### config.mk
export PLATFORM = sky130hd
export DESIGN_NAME = ibex_mem_arbiter
export DESIGN_NICKNAME = d
export VERILOG_FILES = /design/src/rtl/ibex_mem_arbiter.sv
export SDC_FILE = /design/constraint.sdc
export NUM_CORES = 1
export LEC_CHECK = 0
export ABC_AREA = 1
export BUFFER_PORTS_ARGS = -buffer_cell sky130_fd_sc_hd__clkbuf_2
export CORE_AREA = 5 5 99 101
export CTS_BUF_LIST = sky130_fd_sc_hd__clkbuf_8 sky130_fd_sc_hd__clkbuf_16
export DETAILED_ROUTE_END_ITERATION = 16
export DIE_AREA = 0 0 104 106
export PLACE_DENSITY = 0.53
export SYNTH_ARGS = -nofsm -noshare
export SYNTH_HDL_FRONTEND = slang
export SYNTH_SLANG_ARGS = --single-unit
### constraint.sdc
create_clock -name clk -period 3.75 [get_ports clk]
set_clock_uncertainty 0.2 [all_clocks]
set_input_delay 0.375 -clock clk [delete_from_list [all_inputs] [get_ports clk]]
set_output_delay 0.375 -clock clk [all_outputs]
set_load 0.1 [all_outputs]
### src/rtl/ibex_mem_arbiter.sv
// Round-robin bridge from the Ibex instruction and data ports onto one single-port
// RAM with 1-cycle read latency. Checks address range and routes responses back.
module ibex_mem_arbiter #(
  parameter int unsigned Depth    = 16384,
  parameter logic [31:0] BaseAddr = 32'h0
) (
  input  logic                     clk,
  input  logic                     reset,
  input  logic                     instr_req_i,
  input  logic [31:0]              instr_addr_i,
  output logic                     instr_gnt_o,
  output logic                     instr_rvalid_o,
  output logic [31:0]              instr_rdata_o,
  output logic                     instr_err_o,
  input  logic                     data_req_i,
  input  logic                     data_we_i,
  input  logic [3:0]               data_be_i,
  input  logic [31:0]              data_addr_i,
  input  logic [31:0]              data_wdata_i,
  output logic                     data_gnt_o,
  output logic                     data_rvalid_o,
  output logic [31:0]              data_rdata_o,
  output logic                     data_err_o,
  output logic                     mem_req_o,
  output logic                     mem_we_o,
  output logic [3:0]               mem_be_o,
  output logic [$clog2(Depth)-1:0] mem_addr_o,
  output logic [31:0]              mem_wdata_o,
  input  logic                     mem_rvalid_i,
  input  logic [31:0]              mem_rdata_i,
  output logic                     protocol_err_o
);

  localparam int unsigned AW    = $clog2(Depth);
  localparam logic [32:0] Limit = 33'(Depth) * 33'd4;

  typedef enum logic [1:0] {
    OWN_NONE  = 2'd0,
    OWN_INSTR = 2'd1,
    OWN_DATA  = 2'd2
  } owner_e;

  typedef enum logic {
    LAST_INSTR = 1'b0,
    LAST_DATA  = 1'b1
  } last_e;

  owner_e r_owner;
  logic   r_err;
  last_e  r_last;
  logic   r_protocol_err;

  logic [31:0] w_instr_off;
  logic [31:0] w_data_off;
  logic        w_instr_in;
  logic        w_data_in;
  logic        w_gnt_instr;
  logic        w_gnt_data;
  logic        w_mem_instr;
  logic        w_mem_data;
  logic        w_resp_ok;
  logic        w_protocol_viol;
  logic        w_unused_bits;

  // Offsets wrap modulo 2^32, so addresses below BaseAddr land far out of range.
  assign w_instr_off = instr_addr_i - BaseAddr;
  assign w_data_off  = data_addr_i - BaseAddr;
  assign w_instr_in  = {1'b0, w_instr_off} < Limit;
  assign w_data_in   = {1'b0, w_data_off} < Limit;

  assign w_unused_bits = ^{w_instr_off[31:AW+2], w_instr_off[1:0],
                           w_data_off[31:AW+2], w_data_off[1:0]};

  // Under contention the port that did not win last time takes the slot.
  assign w_gnt_data  = reset & data_req_i  & (~instr_req_i | (r_last == LAST_INSTR));
  assign w_gnt_instr = reset & instr_req_i & (~data_req_i  | (r_last == LAST_DATA));

  assign instr_gnt_o = w_gnt_instr;
  assign data_gnt_o  = w_gnt_data;

  assign w_mem_instr = w_gnt_instr & w_instr_in;
  assign w_mem_data  = w_gnt_data & w_data_in;

  always_comb begin
    mem_req_o   = 1'b0;
    mem_we_o    = 1'b0;
    mem_be_o    = 4'h0;
    mem_addr_o  = '0;
    mem_wdata_o = 32'h0;
    if (w_mem_data) begin
      mem_req_o   = 1'b1;
      mem_we_o    = data_we_i;
      mem_be_o    = data_be_i;
      mem_addr_o  = w_data_off[AW+1:2];
      mem_wdata_o = data_wdata_i;
    end else if (w_mem_instr) begin
      mem_req_o  = 1'b1;
      mem_be_o   = 4'hF;
      mem_addr_o = w_instr_off[AW+1:2];
    end
  end

  // A grant tracked with no RAM reply, or a RAM reply nobody asked for.
  assign w_protocol_viol = (mem_rvalid_i & ((r_owner == OWN_NONE) | r_err)) |
                           ((r_owner != OWN_NONE) & ~r_err & ~mem_rvalid_i);

  always_ff @(posedge clk) begin
    if (!reset) begin
      r_owner        <= OWN_NONE;
      r_err          <= 1'b0;
      r_last         <= LAST_INSTR;
      r_protocol_err <= 1'b0;
    end else begin
      if (w_gnt_data) begin
        r_owner <= OWN_DATA;
        r_err   <= ~w_data_in;
        r_last  <= LAST_DATA;
      end else if (w_gnt_instr) begin
        r_owner <= OWN_INSTR;
        r_err   <= ~w_instr_in;
        r_last  <= LAST_INSTR;
      end else begin
        r_owner <= OWN_NONE;
        r_err   <= 1'b0;
      end
      if (w_protocol_viol) begin
        r_protocol_err <= 1'b1;
      end
    end
  end

  // Error responses complete on their own; RAM responses wait for mem_rvalid_i.
  assign w_resp_ok = reset & (r_err | mem_rvalid_i);

  assign instr_rvalid_o = w_resp_ok & (r_owner == OWN_INSTR);
  assign data_rvalid_o  = w_resp_ok & (r_owner == OWN_DATA);
  assign instr_err_o    = instr_rvalid_o & r_err;
  assign data_err_o     = data_rvalid_o & r_err;
  assign instr_rdata_o  = (instr_rvalid_o & ~r_err) ? mem_rdata_i : 32'h0;
  assign data_rdata_o   = (data_rvalid_o & ~r_err) ? mem_rdata_i : 32'h0;

  assign protocol_err_o = reset & r_protocol_err;

endmodule

==> results of run 1 <==
[per-layer routing]
layer  share of wire, %  GRT usage [%]  wire length, um  vias up
met5               0.28              0               23        -
met4               0.60           1.94               49        4
met3                 13           6.13             1070        8
met2                 47           24.1             3830      162
met1                 39           16.1             3230     1057
li1                   -              -                -     1340
[report_power, final]
group	internal, mW	switching (mW)	total (mW)
registers	0.0577	0.00297	0.0607
logic	0.0711	0.156	0.227
clock network	0.0701	0.0257	0.0958
total	0.199	0.184	0.383
[worst max-delay path by stage]
stage | endpoint | start | cells after the start | slack [ns]
after floorplan | data_rdata_o[10] | reset | 5 | -0.32
after global placement | mem_addr_o[13] | data_addr_i[29] | 9 | 0.92
after detailed placement | mem_addr_o[13] | data_addr_i[29] | 9 | 0.89
after CTS | mem_addr_o[13] | data_addr_i[29] | 9 | 0.88
after global routing | mem_addr_o[8] | data_addr_i[23] | 9 | 0.63
final | data_rdata_o[9] | r_owner[1] | 5 | 0.91
[registers in the layout, summed over array words and instances (netlist names)]
signal	cells
r_last	1
r_owner	2
r_protocol_err	1
r_err	1
[per-stage QoR]
stage               utilization (%)  setup slack (ns)  cell area [um2]  hold WS [ns]  cells
floorplan                         -            -0.319             1310         0.270    302
global route                   30.5             0.630             2720         0.195    663
finish                         30.5             0.913             2720         0.187    663
detailed placement             30.0             0.892             2680         0.325    659
global placement               30.0             0.919             2680         0.299    659
CTS                            30.5             0.885             2720         0.184    663
[placed cells by master, fill, tap and decap left out]
cell type / netlist / layout
inv_2: 2 / 2
nand3_1: 1 / 1
buf_4: 1 / 1
nor3_2: 2 / 2
nand4_1: 4 / 4
o21ai_0: 1 / 1
o21ai_1: 1 / 1
nor4_1: 2 / 2
nor2_1: 118 / 118
clkbuf_8: 0 / 3
a21oi_1: 2 / 2
a21boi_0: 1 / 1
nor2_2: 2 / 2
a21oi_2: 1 / 1
nor2_4: 2 / 2
clkbuf_2: 0 / 256
inv_1: 79 / 80
nand3_4: 1 / 1
dfxtp_1: 5 / 5
nand2_1: 67 / 67
[cell type report]
class | count | area [um2] | area share (%)
clock buffers | 3 | 41.3 | 1.52
clock inverters | 1 | 3.75 | 0.138
inverters | 81 | 304 | 11.2
multi-input cells | 205 | 846 | 31.1
flip-flops and latches | 5 | 100 | 3.68
well taps | 111 | 139 | 5.10
repair buffers | 257 | 1290 | 47.3
[critical path, cell delays in order (launching register included)]
cell      delay [ns]
dfxtp_1         0.37
inv_1           0.08
nor3_2          0.18
nand2_1         0.58
nor2_1          0.31
clkbuf_2        0.51
[cells by family (layout without fill, tap and decap cells)]
logic type | Yosys count | in the layout | synth area share [%]
AND/OR/NAND/NOR | 199 | 199 | 61.6
AO/OA/AOI/OAI | 6 | 6 | 2.76
buffers and inverters | 92 | 342 | 28.0
flip-flops | 5 | 5 | 7.62
==> results.rst, run 1 <==
.. list-table::
   :header-rows: 1

   * - Metric
     - Value
   * - Synth top area cells
     - nor2_1, inv_1, nand2_1
   * - Global routing usage summed across all routing layers
     - 13.9%
   * - RSZ-0062 raised after global routing
     - false
   * - Setup-violating endpoint count in the final report
     - 0
   * - Hold/Removal Path Class
     - primary input to flip-flop
   * - Critical Path Fanout Max
     - 32
   * - Clock insertion delay at the later pin of the skew report
     - 0.22 ns
   * - Setup TNS
     - 0 ns
   * - Final total power
     - 0.383 mW
   * - Starting DRT DRC Count
     - 72
   * - Reg-to-Reg Start
     - r_err
   * - Kind of capture point of the worst setup path
     - output pin
   * - Max clock buf depth
     - 2
   * - Clock transition at the registers of the reported paths
     - 0.04 ns
   * - Standby leakage power
     - 2.07 nW
   * - Row count
     - 35
   * - Power per standard cell area
     - 141 nW/um2
   * - Pin count of the biggest net entering global routing
     - 36
   * - Combined area of all synthesized cells
     - 1310 um2
   * - Clock root buffer
     - clkbuf_8
   * - Share of Yosys cell area claimed by the top area cell type
     - 33.7%
   * - Dominant cell by count in the synthesized netlist
     - nor2_1
   * - Run status
     - finished clean
   * - Average via count per standard cell
     - 3.88
   * - Net count of the finished layout
     - 691
   * - Antenna diode instance count
     - 0
   * - Routed WL per cell
     - 12.4 um
   * - Critical Path AT
     - 2.26 ns
   * - Cell variety after synth
     - 20
   * - Number of max-slew violations in the final report
     - 0
   * - TritonCTS clock tree
     - yes
   * - Total number of H-tree levels
     - 1
   * - Max Clk Rate
     - 352 MHz
   * - Pre-Repair DR Iteration Count
     - 4
   * - Routability Congestion
     - 0.796
   * - Crit Reg-Reg Endpoint
     - r_protocol_err
   * - HPWL after detailed placement
     - 7620 um
   * - Setup Buffers After CTS
     - 0
   * - Top_reg_cell synth
     - dfxtp_1
   * - Floorplan die height
     - 106 um
   * - Maximum Capacitance Violations
     - 0
   * - Layout fillers
     - 1052
   * - X dimension of the die
     - 104 um
   * - Worst Hold End
     - r_owner[0]
   * - Number of clock sinks
     - 5
   * - Syn nets
     - 440
   * - Actual transition at the worst max-transition pin
     - 0.990 ns
   * - Final wirelength
     - 8210 um
   * - Average size of a mapped cell
     - 4.35 um2
   * - Global-route wire length before repair
     - 12800 um
   * - Antenna violations before repair
     - 2
   * - Leading cell types by count after synthesis
     - nor2_1, inv_1, nand2_1
   * - Worst R2R Setup Slack
     - 2.57 ns
   * - Shortest period the worst path allows
     - 2.84 ns
   * - Max-slew headroom at the worst pin
     - 33.9%
   * - Effective utilization at floorplan
     - 14.7%
   * - Signed area change from the synthesized netlist to the final layout
     - 107%
   * - Worst hold start
     - data_req_i
   * - Number of cell instances on the worst register-to-register path
     - 5
   * - Final period util
     - 75.7%
   * - Total I/O pin count
     - 261
   * - Cts-stage hold buffer count
     - 0
   * - Kind of critical path
     - flip-flop to output pin
   * - Total congestion overflow after global routing
     - 0
   * - Synth warn
     - 0
   * - Share of synthesized area occupied by flip-flops and latches
     - 7.62%
   * - Data required time of the worst path
     - 3.17 ns
   * - Total Die Area
     - 11000 um2
   * - Worst ir drop on vdd
     - 0.0632 mV
   * - Kind of start point of the critical path
     - flip-flop
   * - Share of flip-flops with an asynchronous set or reset
     - 0%
   * - FF+latch count, synth
     - 5
   * - Inserted Clock Buffers
     - 3
   * - Gate count after technology mapping
     - 302
   * - Post-synth top area cell
     - nor2_1
   * - Post-route antenna net violation count
     - 0
   * - Number of global-route vias before repair
     - 2647
   * - Placeable Area
     - 8930 um2
   * - Hold path depth
     - 2
   * - Number of buffers added on ports
     - 256
   * - EDFF count, synth
     - 0
   * - Fraction of final layout cells sized beyond drive strength 1
     - 48.9%
   * - Final number of hold-violating endpoints
     - 0
   * - Final routed DRC violation total
     - 0
   * - Count of instances resized after the clock tree is built
     - 0
   * - Vias
     - 2571
(Power assumes the default switching activity.)
==> run 2, diff against run 1 <==
- ABC_AREA: 1 -> 0
- CORE_AREA: 5 5 99 101 -> 5 5 98 100
- DIE_AREA: 0 0 104 106 -> 0 0 103 105
- PLACE_DENSITY: 0.53 -> 0.55
- clock period: 3.75 -> 2.7 ns (I/O delays scaled with it)
==> run 2 against run 1 <==
Synthesized area rose by 3.5%. Largest power group unchanged. Die area shrank 1.9%. Critical endpoint is now instr_rdata_o[3]. Critical path depth stayed put. Final cell count shrank 16%. Critical path type unchanged. Via count down 9.0%. Largest cell class unchanged. Combinational power grew 33%. Register-to-register slack got worse by 1.3 ns. Utilization is 11 points higher.
==> results.rst, run 2 <==
.. list-table::
   :header-rows: 1

   * - Metric
     - Value
   * - Worst ir drop on vdd
     - 0.127 mV
   * - Post-route antenna net violation count
     - 0
   * - Buf/Inv on CP
     - 1
   * - Syn nets
     - 341
   * - Effective utilization at floorplan
     - 15.8%
   * - Cell variety after synth
     - 31
   * - Worst path top cell family by delay
     - simple AND/OR/NAND/NOR gates
   * - Synth top area cells
     - and2_1, and3_1, nand3_1
   * - Share of synthesized area occupied by flip-flops and latches
     - 7.36%
   * - Total I/O pin count
     - 261
   * - Number of instances in the placed design
     - 552
   * - Post-synthesis compound-gate area fraction
     - 6.07%
   * - Share of Yosys cell area claimed by the top area cell type
     - 29.4%
   * - Area fraction in and, or, nand and nor cells after synthesis
     - 73.0%
   * - Placed Instance Area
     - 3540 um2
   * - Final routed DRC violation total
     - 0
   * - Max Clk Rate
     - 416 MHz
   * - Most common cell after layout, fill and taps aside
     - clkbuf_2
   * - RSZ-0062 raised after global routing
     - false
   * - Final std cell area, no fill
     - 3580 um2
   * - Pin count of the biggest net entering global routing
     - 33
   * - HPWL after detailed placement
     - 7280 um
   * - Cell-by-cell trace of the critical path
     - o21ai_2, nor3b_4, and2b_4, and2_2, clkbuf_2
   * - Final wirelength
     - 8010 um
   * - Placeable Area
     - 8590 um2
   * - Post-route insts no fill
     - 556
   * - Layout fillers
     - 877
   * - Antenna violations before repair
     - 0
   * - Run status
     - finished clean
   * - Leading cell types by count after synthesis
     - and2_1, and3_1, nand3_1
   * - Clock root buffer
     - clkbuf_8
   * - Clock transition at the registers of the reported paths
     - 0.03 ns
   * - Standby leakage power
     - 2.10 nW
   * - Global-route wire length before repair
     - 11400 um
   * - Worst hold start
     - instr_req_i
   * - Kind of capture point of the worst setup path
     - output pin
   * - FF+latch count, synth
     - 5
   * - Total number of H-tree levels
     - 1
   * - Post-synthesis share of cell area spent on full adders, half adders and majority gates
     - 0%
   * - Starting DRT DRC Count
     - 48
   * - Maximum Capacitance Violations
     - 0
   * - Power per standard cell area
     - 145 nW/um2
   * - Share of flip-flops with an asynchronous set or reset
     - 0%
   * - TritonCTS clock tree
     - yes
   * - Net count of the finished layout
     - 587
   * - Critical Path AT
     - 1.94 ns
   * - Actual transition at the worst max-transition pin
     - 0.552 ns
   * - Floorplan die height
     - 105 um
   * - Largest register by flop count
     - r_owner
   * - Post-layout utilization of the core
     - 41.7%
   * - Reg-to-Reg Start
     - r_last
   * - Number of clock sinks
     - 5
   * - Data required time of the worst path
     - 2.23 ns
   * - X dimension of the die
     - 103 um
   * - Routed WL per cell
     - 14.4 um
   * - Total Die Area
     - 10800 um2
   * - Number of max-slew violations in the final report
     - 0
   * - Routability Congestion
     - 0.826
   * - Register area
     - 100 um2
   * - Kind of critical path
     - flip-flop to output pin
   * - Number of buffers added on ports
     - 256
   * - Combined area of all synthesized cells
     - 1360 um2
   * - Post-synth top area cell
     - and2_1
   * - Pre-Repair DR Iteration Count
     - 6
   * - Hold path depth
     - 2
   * - Crit Reg-Reg Endpoint
     - r_err
   * - Signed area change from the synthesized netlist to the final layout
     - 164%
   * - Synth warn
     - 0
   * - Cts-stage hold buffer count
     - 0
   * - Worst R2R Setup Slack
     - 1.27 ns
   * - Clock insertion delay at the later pin of the skew report
     - 0.21 ns
   * - Highest-count cells in the layout ignoring fill and taps
     - clkbuf_2, and2_2, buf_12
   * - Global routing usage summed across all routing layers
     - 13.1%
   * - Antenna diode instance count
     - 0
   * - Count of instances resized after the clock tree is built
     - 0
   * - Gate count after technology mapping
     - 203
   * - Vias
     - 2340
   * - Row count
     - 34
   * - Area of the multi-input gates
     - 1190 um2
   * - Fraction of final layout cells sized beyond drive strength 1
     - 75.9%
   * - Synthesized-area fraction occupied by xor and xnor cells
     - 0.644%
   * - Shortest period the worst path allows
     - 2.41 ns
   * - Multiplexer share of the synthesized area
     - 0%
   * - Crit-path max cell delay
     - 0.45 ns
   * - Number of cell instances on the worst register-to-register path
     - 4
   * - EDFF count, synth
     - 0
   * - Inserted Clock Buffers
     - 3
   * - Final period util
     - 89.1%
   * - Number of global-route vias before repair
     - 2356
   * - Average via count per standard cell
     - 4.21
   * - Hold/Removal Path Class
     - primary input to flip-flop
   * - Final number of hold-violating endpoints
     - 0
   * - Max clock buf depth
     - 2
   * - Kind of start point of the critical path
     - flip-flop
   * - Average size of a mapped cell
     - 6.70 um2
   * - Setup-violating endpoint count in the final report
     - 0
   * - Dominant cell by count in the synthesized netlist
     - and2_1
   * - Max-slew headroom at the worst pin
     - 63.3%
   * - Slowest stage cell on the critical path
     - clkbuf_2
   * - Worst Hold End
     - r_owner[1]
   * - Critical Path Fanout Max
     - 32
   * - Setup Buffers After CTS
     - 0
   * - Total congestion overflow after global routing
     - 0
   * - Main combinational cell family by area after synthesis
     - simple AND/OR/NAND/NOR gates
   * - Largest register FFs
     - 2
   * - Top_reg_cell synth
     - dfxtp_1
[run 2: changes by cell type after synthesis, moves of 5 or more]
cell / before / now
buf_4: 1 / 6
and2_1: 0 / 64
nand3_1: 1 / 26
nand2_1: 67 / 14
nor2_1: 118 / 2
inv_1: 79 / 2
nor4_1: 2 / 8
buf_6: 1 / 8
and3_1: 0 / 33
[run 2: power by group]
part / switching (mW) / leakage (nW) / internal, mW / total [mW]
combinational: 0.197 / 2.03 / 0.107 / 0.303
sequential: 0.00608 / 0.0417 / 0.0802 / 0.0863
clock: 0.0337 / 0.0269 / 0.0972 / 0.131
[run 2: cells by family after synthesis]
logic type	count (synthesis)
xor+xnor	1
simple gates	163
buf+inv	23
compound gates	11
flops	5
[run 2: worst max path at each step]
| stage | startpoint | endpoint | slack [ns] | cells after the start |
|---|---|---|---|---|
| after CTS | r_err | data_rdata_o[2] | 0.26 | 5 |
| final | r_err | instr_rdata_o[3] | 0.29 | 5 |
| after floorplan | r_err | data_rdata_o[10] | -0.31 | 5 |
| after global placement | reset | data_rdata_o[28] | 0.51 | 6 |
| after global routing | r_err | data_rdata_o[3] | 0.13 | 5 |
| after detailed placement | reset | instr_rdata_o[3] | 0.46 | 6 |
[run 2: layer usage]
| metal | wire length (um) | part of all wire (%) | GRT usage [%] |
|---|---|---|---|
| met1 | 2360 | 29 | 11.3 |
| met3 | 1070 | 13 | 3.26 |
| met5 | 0 | 0 | 0 |
| met2 | 4460 | 56 | 28.2 |
| met4 | 121 | 1.5 | 3.15 |
[run 2: through the flow]
step                power, mW  setup slack, ns  hold WS, ns  TNS [ns]
CTS                     0.528            0.262        0.142         0
global placement        0.389            0.510        0.242         0
finish                  0.520            0.294        0.141         0
detailed placement      0.393            0.462        0.255         0
floorplan               0.271           -0.307        0.165     -1.54
global route            0.552            0.126        0.154         0
[run 2: area by class of cell]
type / instances / area share [%]
clock buffer: 3 / 1.15
clock inverter: 1 / 0.105
inverter: 2 / 0.209
multi-input combinational: 175 / 33.1
sequential: 5 / 2.79
tap: 108 / 3.77
timing repair buffer: 262 / 58.8
